### src/rtl/pc_unit_if.sv
// Fetch-front bus between the sequencer and the program counter unit.
// Carries the per-cycle command (en/op/target/offset) and the PC / RAS status back.
// stack_err exists only when PC_STACK_ERR_EN is defined.
interface pc_unit_if #(
  parameter int WIDTH       = 8,
  parameter int STACK_DEPTH = 4
);
  localparam int CW = $clog2(STACK_DEPTH) + 1;

  // command from the sequencer
  logic             en;
  logic [2:0]       op;
  logic [WIDTH-1:0] target;
  logic [WIDTH-1:0] offset;

  // status back from the PC unit
  logic [WIDTH-1:0] q;
  logic [WIDTH-1:0] pc_next;
  logic [CW-1:0]    stack_cnt;
  logic             stack_full;
  logic             stack_empty;
`ifdef PC_STACK_ERR_EN
  logic             stack_err;
`endif

  modport master (
    output en, op, target, offset,
    input  q, pc_next, stack_cnt, stack_full, stack_empty
`ifdef PC_STACK_ERR_EN
    , input stack_err
`endif
  );

  modport slave (
    input  en, op, target, offset,
    output q, pc_next, stack_cnt, stack_full, stack_empty
`ifdef PC_STACK_ERR_EN
    , output stack_err
`endif
  );
endinterface

### src/rtl/pc_unit.sv
// Program counter with return-address stack: INC / JMP / BRA / CALL / RET, one op per enabled cycle.
// Latency: q updates one edge after the command is sampled; pc_next shows that value combinationally.
// Backpressure: none; en=0 (or a reserved op) stalls and holds every piece of state.
// Optional feature: define PC_STACK_ERR_EN to add the sticky stack_err overflow/underflow flag.
module pc_unit #(
  parameter int               WIDTH       = 8,
  parameter int               STACK_DEPTH = 4,
  parameter logic [WIDTH-1:0] RESET_VEC   = '0,
  parameter logic [WIDTH-1:0] INC         = {{(WIDTH-1){1'b0}}, 1'b1}
) (
  input logic      clk,
  input logic      reset_n,
  pc_unit_if.slave bus
);

  localparam int PW = $clog2(STACK_DEPTH);
  localparam int CW = PW + 1;

  typedef enum logic [2:0] {
    OP_INC  = 3'b000,
    OP_JMP  = 3'b001,
    OP_BRA  = 3'b010,
    OP_CALL = 3'b011,
    OP_RET  = 3'b100
  } op_e;

  logic [WIDTH-1:0] q_r;
  logic [WIDTH-1:0] pc_nxt;
  logic [WIDTH-1:0] ret_addr;
  logic [WIDTH-1:0] ras_top;
  logic [WIDTH-1:0] ras [STACK_DEPTH];
  logic [PW-1:0]    wp;
  logic [PW-1:0]    wp_inc;
  logic [PW-1:0]    wp_dec;
  logic [CW-1:0]    cnt;
  logic             full;
  logic             empty;
  logic             do_push;
  logic             do_pop;
  op_e              op_c;

  // Fall-through address: what INC lands on and what CALL saves for the return.
  assign ret_addr = q_r + INC;
  assign wp_inc   = wp + PW'(1);
  assign wp_dec   = wp - PW'(1);
  assign ras_top  = ras[wp_dec];
  assign full     = (cnt == CW'(STACK_DEPTH));
  assign empty    = (cnt == '0);
  assign op_c     = op_e'(bus.op);

  // Decode the command into the next PC and the stack action; reserved ops fall to hold.
  always_comb begin
    pc_nxt  = q_r;
    do_push = 1'b0;
    do_pop  = 1'b0;
    if (bus.en) begin
      case (op_c)
        OP_INC:  pc_nxt = ret_addr;
        OP_JMP:  pc_nxt = bus.target;
        OP_BRA:  pc_nxt = q_r + bus.offset;
        OP_CALL: begin
          pc_nxt  = bus.target;
          do_push = 1'b1;
        end
        OP_RET: begin
          // An empty stack has nothing to return to, so just step past the RET.
          if (empty) begin
            pc_nxt = ret_addr;
          end else begin
            pc_nxt = ras_top;
            do_pop = 1'b1;
          end
        end
        default: pc_nxt = q_r;
      endcase
    end
  end

  // PC register.
  always_ff @(posedge clk or negedge reset_n) begin
    if (!reset_n) begin
      q_r <= RESET_VEC;
    end else begin
      q_r <= pc_nxt;
    end
  end

  // Stack pointer and occupancy; a push while full wraps over the oldest entry without counting.
  always_ff @(posedge clk or negedge reset_n) begin
    if (!reset_n) begin
      wp  <= '0;
      cnt <= '0;
    end else if (do_push) begin
      wp <= wp_inc;
      if (!full) begin
        cnt <= cnt + CW'(1);
      end
    end else if (do_pop) begin
      wp  <= wp_dec;
      cnt <= cnt - CW'(1);
    end
  end

  // Return-address storage; contents are meaningless until written, so no reset.
  always_ff @(posedge clk) begin
    if (do_push) begin
      ras[wp] <= ret_addr;
    end
  end

`ifdef PC_STACK_ERR_EN
  logic err_r;

  // Sticky misuse flag: CALL into a full stack or RET from an empty one; only reset clears it.
  always_ff @(posedge clk or negedge reset_n) begin
    if (!reset_n) begin
      err_r <= 1'b0;
    end else if (bus.en && ((op_c == OP_CALL && full) || (op_c == OP_RET && empty))) begin
      err_r <= 1'b1;
    end
  end

  assign bus.stack_err = err_r;
`endif

  assign bus.q           = q_r;
  assign bus.pc_next     = pc_nxt;
  assign bus.stack_cnt   = cnt;
  assign bus.stack_full  = full;
  assign bus.stack_empty = empty;

  // Occupancy can never exceed the depth, and full/empty are mutually exclusive.
  a_cnt_range : assert property (@(posedge clk) disable iff (!reset_n) cnt <= CW'(STACK_DEPTH));
  a_full_empty : assert property (@(posedge clk) disable iff (!reset_n) !(full && empty));

endmodule
### src/flat_wrapper.sv
// flat-port wrapper written by rule: the top's interface ports become plain ports
module pc_unit_flat 
#(
  parameter int               WIDTH       = 8,
  parameter int               STACK_DEPTH = 4,
  parameter logic [WIDTH-1:0] RESET_VEC   = '0,
  parameter logic [WIDTH-1:0] INC         = {{(WIDTH-1){1'b0}}, 1'b1}
)
  (clk, reset_n, bus_en, bus_op, bus_target, bus_offset, bus_q, bus_pc_next, bus_stack_cnt, bus_stack_full, bus_stack_empty);
  pc_unit_if #(.WIDTH(WIDTH), .STACK_DEPTH(STACK_DEPTH)) bus_i ();
  input logic clk;
  input logic reset_n;
  input wire logic [$bits(bus_i.en)-1:0] bus_en;
  input wire logic [$bits(bus_i.op)-1:0] bus_op;
  input wire logic [$bits(bus_i.target)-1:0] bus_target;
  input wire logic [$bits(bus_i.offset)-1:0] bus_offset;
  output wire logic [$bits(bus_i.q)-1:0] bus_q;
  output wire logic [$bits(bus_i.pc_next)-1:0] bus_pc_next;
  output wire logic [$bits(bus_i.stack_cnt)-1:0] bus_stack_cnt;
  output wire logic [$bits(bus_i.stack_full)-1:0] bus_stack_full;
  output wire logic [$bits(bus_i.stack_empty)-1:0] bus_stack_empty;
  assign bus_i.en = bus_en;
  assign bus_i.op = bus_op;
  assign bus_i.target = bus_target;
  assign bus_i.offset = bus_offset;
  assign bus_q = bus_i.q;
  assign bus_pc_next = bus_i.pc_next;
  assign bus_stack_cnt = bus_i.stack_cnt;
  assign bus_stack_full = bus_i.stack_full;
  assign bus_stack_empty = bus_i.stack_empty;
  pc_unit #(.WIDTH(WIDTH), .STACK_DEPTH(STACK_DEPTH), .RESET_VEC(RESET_VEC), .INC(INC)) u_core (.clk(clk), .reset_n(reset_n), .bus(bus_i));
endmodule
### config.mk
export PLATFORM = sky130hd
export DESIGN_NAME = pc_unit_flat
export DESIGN_NICKNAME = d
export VERILOG_FILES = /design/src/rtl/pc_unit_if.sv /design/src/rtl/pc_unit.sv /design/src/flat_wrapper.sv
export SDC_FILE = /design/constraint.sdc
export NUM_CORES = 1
export LEC_CHECK = 0
export CORE_AREA = 2 2 116 95
export DETAILED_ROUTE_END_ITERATION = 12
export DIE_AREA = 0 0 118 97
export PLACE_DENSITY_LB_ADDON = 0.08
export SYNTH_ARGS = -nofsm -noshare
export SYNTH_HDL_FRONTEND = slang
export SYNTH_SLANG_ARGS = --single-unit
### constraint.sdc
create_clock -name clk -period 2.53 [get_ports clk]
set_input_delay 0.506 -clock clk [delete_from_list [all_inputs] [get_ports clk]]
set_output_delay 0.506 -clock clk [all_outputs]
set_load 0.02 [all_outputs]
# After elaboration in Yosys (flattened, before gate mapping)
# Memory sizes are Yosys's and may differ from the RTL's.
# Cells that the tools add are included.
# W data, S select, Z words.
[word_totals]
ff_bits = 13
ram_bits = 32
out_inout_bits = 21
word_cells = 36
input_bits = 22
n_memories = 1
[op_classes]
n_eq_ne = 6
n_mux = 15
reduce_logical = 5
n_addsub = 6
[mem_list]
columns = ["name", "words", "width", "rd", "rd_ports_with_merged_regs", "wr", "line", "source"]
rows = [
  ["u_core.ras", 4, 8, 1, 0, 1, "pc_unit.sv:31", "logic [WIDTH-1:0] ras [STACK_DEPTH];"],
]
[op_table]
columns = ["cell", "n"]
rows = [
  ["$pmux W8 S4", 1],
  ["$mux W8", 2],
  ["$mux W3", 3],
  ["$add A8 B1 Y8 const B", 1],
  ["$add A8 B8 Y8", 1],
  ["$mux W1", 7],
  ["$eq A3 B2 Y1 const B", 2],
  ["$eq A3 B3 Y1 const B", 2],
  ["$logic_not A3 Y1", 2],
  ["$mux W2", 2],
  ["$add A3 B1 Y3 const B", 1],
  ["$eq A3 B1 Y1 const B", 1],
  ["$sub A3 B1 Y3 const B", 1],
  ["$add A2 B1 Y2 const B", 1],
  ["$ne A2 B2 Y1 const B", 1],
  ["$reduce_and A2 Y1", 1],
  ["$reduce_bool A2 Y1", 1],
  ["$reduce_or A2 Y1", 1],
  ["$sub A2 B1 Y2 const B", 1],
]

# Depth between registers and ports, before layout
# Gate-level depths: netlist of run 1.
[logic_depth]
ltp_word = 6
depth_mapped = 9
mapped_depth_nobuf = 7

# Worst setup path before layout of run 1
# Ideal clock, no wire load.
[synth_timing]
kind = "reg-to-output"
from = "reg u_core.wp[0]"
to = "out bus_pc_next[1]"
path_slack_ps = -283
t_required_ps = 2024
stages_incl_launch_ff = 9
path_buffers = 2
arrival_time_ps = 2307
path_cell_list = "dfrtp_1 -> buf_2 -> inv_1 -> ha_1 -> clkbuf_1 -> mux4_2 -> mux2i_1 -> o22a_1 -> o21ai_0"
[synth_between]
elab_chain_len = 5
[synth_lines]
columns = ["element", "line", "source"]
rows = [
  ["start, declared", "pc_unit.sv:32", "logic [PW-1:0] wp;"],
  ["start signal, assigned", "pc_unit.sv:94", "wp <= wp_inc;"],
  ["start signal, assigned", "pc_unit.sv:99", "wp <= wp_dec;"],
  ["$sub A2 B1 Y2", "pc_unit.sv:45", "assign wp_dec = wp - PW'(1);"],
  ["$mem_v2 Z4 W8", "--", ""],
  ["$mux W8", "pc_unit.sv:67", "if (empty) begin"],
  ["$pmux W8 S4", "pc_unit.sv:57", "case (op_c)"],
  ["$mux W8", "pc_unit.sv:56", "if (bus.en) begin"],
  ["end, declared", "flat_wrapper.sv:18", "output wire logic [$bits(bus_i.pc_next)-1:0] bus_pc_next;"],
]
# No other way between the ends.

# Worst setup path in the final report of run 1
[layout_timing]
from = "reg u_core.cnt[1], in the netlist u_core.bus.stack_cnt[1]"
to = "out bus_pc_next[5]"
[layout_between]
elab_chain_len = 4
[layout_lines]
columns = ["element", "line", "source"]
rows = [
  ["start, declared", "pc_unit.sv:35", "logic [CW-1:0] cnt;"],
  ["start signal, assigned", "pc_unit.sv:96", "cnt <= cnt + CW'(1);"],
  ["start signal, assigned", "pc_unit.sv:100", "cnt <= cnt - CW'(1);"],
  ["$logic_not A3 Y1", "pc_unit.sv:48", "assign empty = (cnt == '0);"],
  ["$mux W8", "pc_unit.sv:67", ""],
  ["$pmux W8 S4", "pc_unit.sv:57", ""],
  ["$mux W8", "pc_unit.sv:56", ""],
]
# No other way between the ends.

==> run summary, run 1 <==
first-pass GRT wire length - 12.1 mm
Mapped Nets - 244
IO buf count - 42
crit start category - flop
CTS hold repair buffers - 0
peak supply drop - 427 uV
Syn Area/Cell - 12.1 um2
DRT Pass-1 Iters - 4
Die Width - 118 um
Ys Warns - 0
CP max stage cell - or3_4
Worst Setup SP - u_core.bus.stack_cnt[1]
Layout area overhead - 63.8%
net switching power - 1.29 mW
crit end category - output port
max cap viols - 0
Critical Path RT - 2.02 ns
RSZ-0062 raised after global routing - yes
Least-Margin Pin Slew - 0.353 ns
Yosys top cell by area - edfxtp_1
CP Class - reg2out
failing checks - negative setup slack
Setup Viol. Count Final - 8
Int Power - 2.46 mW
initial antenna violation count - 0
largest net degree at the start of global routing - 15
DR iter-0 viols - 115
clock share of power - 20.3%
number of synthesized flops with an enable pin - 32
pwr/cell area - 906 nW/um2
WP data arrival - 2.27 ns
Cell Area, Synth - 2520 um2
# diodes - 0
Seq cells post-synth - 45
Vias/cell - 4.43
GPL Wtd Cong - 0.736
vias after detailed routing - 2060
Tmin final - 2.77 ns
Tot GR Track Use - 13.8%
Slew HR - 76.3%
Starting Density - 24.8%
GRT Residual Overflow - 0
total power - 3.75 mW
vias in the first global route - 2200
CP peak stage delay - 0.42 ns
clock tree buffer depth - 2
die area - 11400 um2
Cell variety after synth - 44
final hold violations - 0
clk_skew - 0.00524 ns
synth top area cells - edfxtp_1 (38%), dfrtp_1 (13%), mux4_2 (7.1%)
Sinks on Clock Net - 45
sequential area share after synthesis - 50.9%
Post-Syn Instances - 208
final WL - 7.49 mm
FFs w/ async S/R, synth - 28.9%
CTS tree - done
Flop pwr share - 26.6%
Max Clock Freq - 0.361 GHz
hold_ws - 0.527 ns
H-tree levels - 2
final slew viol count - 0
IO Pins - 43
Clk pin slew, worst setup/hold paths - 0.07 ns
core region area - 10200 um2
Root Buffer - clkbuf_16
Nets - 360
Avg WL per Cell - 16.1 um
Primary FF master, synth - edfxtp_1
run status - finished with violations
reg2reg start - u_core.bus.q[0]
# DRC - 0
Worst-Skew Late Latency - 0.29 ns
post-route ant nets - 0
Detail Placement HPWL - 5.75 mm
sw frac - 34.3%
hold crit path type - in2async
total CTS buffers - 5
share of the synthesized area in the top cell type - 38.1%
Tcrit/Tclk final - 110%
Die Ht - 97 um
Gate power share - 53.1%
ratio of cells with drive above 1 in the final layout - 43.4%
Lkg Pwr - 1.66 nW
Site Rows - 33
placed cell areas - 3690 um2
post-route cell area - 4140 um2
CP Max Fanout - 3
Setup WS post-layout - -0.242 ns
Cell Chain, Critical Path - or3_4 > a211o_1 > or4_1 > a31oi_1 > a211o_2 > buf_6
-- per-layer routing --
| metal | GRT usage [%] | wire, um | vias up | share of wire [%] |
|---|---|---|---|---|
| met1 | 20.3 | 3920 | 1000 | 52 |
| met2 | 20.4 | 3230 | 38 | 43 |
| li1 | - | - | 1015 | - |
| met4 | 3.34 | 66 | 0 | 0.88 |
| met3 | 3.13 | 273 | 7 | 3.6 |
| met5 | 0 | 0 | - | 0 |
-- through the flow --
| step | instances | setup WS, ns | TNS (ns) | util, % |
|---|---|---|---|---|
| finish | 465 | -0.242 | -1.04 | 40.6 |
| global placement | 453 | -1.01 | -8.49 | 36.2 |
| CTS | 464 | -0.314 | -1.43 | 39.9 |
| floorplan | 208 | 0.0317 | 0 | - |
| global route | 465 | -0.355 | -1.91 | 40.6 |
| detailed placement | 453 | -1.01 | -8.69 | 36.2 |
-- critical path: cells and delay by family (launching register included) --
family | cells | cell delay, ns
AOI/OAI and AO/OA | 3 | 0.65
buffers and inverters | 1 | 0.12
and+or+nand+nor | 2 | 0.83
DFF | 1 | 0.38
-- synth_stat cells, drive strengths merged (2+ instances only) --
cell type	n
nor2	18
fa	2
a22oi	2
o221ai	2
o21ai	12
buf	4
and2	6
ha	12
clkbuf	5
mux2i	6
nand3	5
mux2	2
xnor2	6
a211oi	3
edfxtp	32
a21o	3
nor2b	3
a31oi	4
o22ai	2
a211o	3
mux4	8
xor2	7
a21oi	10
o21bai	2
dfrtp	13
nand2	12
and3	2
inv	8
o21a	2
-- placed cells by master (no fill, tap or decap), drive strengths merged, types with 4 or more instances in the layout --
cell type	instances
mux2i	6
buf	84
dlygate4sd2	7
mux4	8
a31oi	4
clkbuf	6
o21ai	12
a21oi	10
ha	12
nand2	12
nor2	18
xnor2	6
dfrtp	13
xor2	7
inv	8
and2	6
edfxtp	32
nand3	5
clkdlybuf4s50	23
-- area by class of cell --
type	count	area, um2
Sequential cell	45	1290
Inverter	8	32.5
Tap cell	140	175
Clock inverter	2	38.8
Multi-Input combinational cell	146	1410
Timing Repair Buffer	118	1060
Fill cell	1033	6060
Clock buffer	6	129
-- sequential cells by signal (all words and copies together), names as in the netlist --
signal and flops:
u_core.ras 32, u_core.bus.q 8, u_core.bus.stack_cnt 3, u_core.wp 2
-- kinds of logic (layout without fill, tap and decap cells) --
group	count (synthesis)	in the layout	share of synthesized area (%)
xor gates and xnor gates	13	13	4.51
DFF	45	45	50.9
AOI/OAI and AO/OA	53	53	14.1
muxes	16	16	10.4
and+or+nand+nor	50	50	9.56
buffers and inverters	17	134	2.92
adders and majority gates	14	14	7.53
-- power groups by stage --
stage	combinational, mW	sequential (mW)	clock, mW
floorplan	0.803	1.10	0
global placement	1.79	0.998	0
detailed placement	1.78	0.997	0
CTS	1.95	0.998	0.778
global route	2.17	1.01	0.811
finish	1.99	0.997	0.760
-- final timing paths --
path	to	slack [ns]	cells past startpoint
max reg2reg	u_core.bus.q[2]	0.47	9
min reg2reg	u_core.bus.stack_cnt[2]	0.57	2
max	bus_pc_next[5]	-0.24	6
max in group asynchronous	u_core.bus.q[1]	1.79	2
min	u_core.bus.stack_cnt[2]	0.53	2
min in group clk	u_core.bus.stack_cnt[2]	0.57	2
-- repair_timing --
item                       CTS  global route
buffers inserted             5             1
pin swaps                   27            18
gates resized for setup     96            12
setup endpoints to repair    9             8
No activity file was read; power rests on OpenSTA's default activity.
==> run 2, diff against run 1 <==
==> constraint.sdc (replaced) <==
create_clock -name clk -period 3.05 [get_ports clk]
set_input_delay 0.61 -clock clk [delete_from_list [all_inputs] [get_ports clk]]
set_output_delay 0.61 -clock clk [all_outputs]
set_load 0.02 [all_outputs]
==> run 2 against run 1 <==
Compared with the run above:
- via count fell by 1.7%
- the run now ends clean
- flip-flop and latch count stayed put
- register-to-register slack improved by 0.32 ns
- cell count decreased by 1.3%
==> run summary, run 2 (same netlist as run 1, synthesis figures left out) <==
run status - completed
top layer in use - met4
crit start category - input port
Tmin final - 2.98 ns
final WL - 7.28 mm (-2.8%)
sw frac - 35.3% (+1.0 points)
hold crit path type - reg2reg
first-pass GRT wire length - 11.8 mm (-2.3%)
Least-Margin Pin Slew - 0.710 ns (+0.357 ns)
CP Max Fanout - 3 (unchanged)
# DRC - 0 (unchanged)
peak supply drop - 344 uV (-19%)
final slew viol count - 0 (unchanged)
hold_ws - 0.582 ns (+0.0548 ns)
# diodes - 0 (unchanged)
DR iter-0 viols - 94 (-18%)
final design utilization - 38.3% (-2.2 points)
Int Power - 1.90 mW (-23%)
Starting Density - 24.8% (unchanged)
Detail Placement HPWL - 5.72 mm (-0.49%)
most frequent cells in the layout - buf_4 (67), edfxtp_1 (32), clkdlybuf4s50_1 (28)
Gate power share - 52.6% (-0.5 points)
die area - 11400 um2 (unchanged)
total CTS buffers - 5 (unchanged)
initial antenna violation count - 0 (unchanged)
Slew HR - 52.5% (-24 points)
RSZ-0062 raised after global routing - yes
final hold violations - 0 (unchanged)
ratio of cells with drive above 1 in the final layout - 38.2% (-5.1 points)
Die Ht - 97 um (unchanged)
Site Rows - 33 (unchanged)
clock share of power - 19.6% (-0.7 points)
Tot GR Track Use - 13.4% (-0.41 points)
clock tree buffer depth - 2 (unchanged)
Lkg Pwr - 1.58 nW (-5.0%)
IO Pins - 43 (unchanged)
Vias/cell - 4.41 (-0.46%)
Clk pin slew, worst setup/hold paths - 0.07 ns (about the same)
Nets - 354 (-1.7%)
WP data arrival - 2.37 ns (+0.10 ns)
post-route cell area - 3910 um2 (-5.5%)
final non-filler cell total - 459 (-1.3%)
Worst-Skew Late Latency - 0.29 ns (about the same)
crit end category - output port
total power - 2.93 mW (-22%)
IO buf count - 42 (unchanged)
H-tree levels - 2 (unchanged)
detailed route wirelength on metal3 - 246 um (-9.9%)
Layout area overhead - 54.8%
max cap viols - 0 (unchanged)
net switching power - 1.04 mW (-19%)
Reg with most FFs - u_core.ras
max reg flops - 32 (unchanged)
Root Buffer - clkbuf_16
Die Width - 118 um (unchanged)
Setup Viol. Count Final - 0 (-8)
post-route ant nets - 0 (unchanged)
met2 routed WL - 3.18 mm (-1.4%)
vias in the first global route - 2145 (-2.5%)
placed cell areas - 3610 um2 (-2.2%)
Flop pwr share - 27.8% (+1.2 points)
core region area - 10200 um2 (unchanged)
vias after detailed routing - 2024 (-1.7%)
Critical Path RT - 2.44 ns (+0.42 ns)
largest net degree at the start of global routing - 18 (+3)
GRT Residual Overflow - 0 (unchanged)
GPL Wtd Cong - 0.722 (-1.9%)
Setup WS post-layout - 0.0696 ns (+0.311 ns)
total negative setup slack - 0 ns (+1.04 ns)
CP Class - in2out
total placed cells including tap cells - 447 (-1.3%)
DRT Pass-1 Iters - 4 (unchanged)
Routed met1 length - 3.81 mm (-2.8%)
Sinks on Clock Net - 45 (unchanged)
Tcrit/Tclk final - 97.7%
CTS tree - done
Avg WL per Cell - 15.9 um (-1.6%)
commonest non-fill, non-tap cell in the layout - buf_4
post-place setup slack - -0.894 ns (+0.115 ns)
clk_skew - 0.00826 ns (+0.00302 ns)
pwr/cell area - 751 nW/um2 (-17%)
Max Clock Freq - 0.336 GHz
run 2: changes by cell type in the layout (fill, tap and decap cells not counted), sizes merged:
cell,change
clkinv,-1
inv,+3
bufinv,-1
dlymetal6s2s,-1
clkdlybuf4s50,+5
clkdlybuf4s15,-1
clkbuf,+1
buf,-7
dlygate4sd2,-4
run 2: worst max-delay path: stages:
cell and delay (ns):
clkdlybuf4s50_1 0.50, ha_4 0.21, buf_4 0.14, o21ai_2 0.18, o21bai_4 0.09, a21oi_2 0.17, a32oi_1 0.13, a21oi_2 0.20
buf_6 0.14
run 2: final timing paths:
check / from / end / slack (ns) / depth (start not counted)
worst min-delay path: u_core.bus.stack_cnt[2] / u_core.bus.stack_cnt[2] / 0.58 / 2
min in group asynchronous: reset_n / u_core.bus.q[4] / 0.74 / 1
worst max register to register: u_core.bus.q[0] / u_core.bus.q[6] / 0.79 / 11
worst max-delay path: bus_offset[3] / bus_pc_next[6] / 0.07 / 9
max in group asynchronous: reset_n / u_core.bus.q[6] / 1.86 / 1
worst min register to register: u_core.bus.stack_cnt[2] / u_core.bus.stack_cnt[2] / 0.58 / 2
run 2: final cells by class:
| class | count | area [um2] |
|---|---|---|
| repair buffers | 112 | 963 |
| clock inverters | 3 | 28.8 |
| fillers | 1037 | 6290 |
| inverters | 8 | 30.0 |
| well taps | 140 | 175 |
| multi-input cells | 146 | 1300 |
| flip-flops and latches | 45 | 1290 |
| clock buffers | 5 | 125 |
run 2: repair_timing:
item,CTS,global route
setup endpoints to repair,8,7
gates resized for setup,67,12
cloned,0,0
hold buffers,0,0
setup buffers,3,1
pin swaps,10,7
run 2: metal layers:
metal,GRT usage [%],vias to the layer above
met3,3.01,5
met2,19.8,36
li1,-,1008
met4,2.78,0
met5,0,-
met1,19.9,975
run 2: power by group through the flow:
stage          combinational (mW)  sequential [mW]  clock (mW)
2_1_floorplan               0.646            0.914           0
3_3_place_gp                 1.46            0.826           0
3_5_place_dp                 1.45            0.825           0
4_1_cts                      1.52            0.816       0.598
5_1_grt                      1.68            0.826       0.618
6_report                     1.54            0.815       0.576
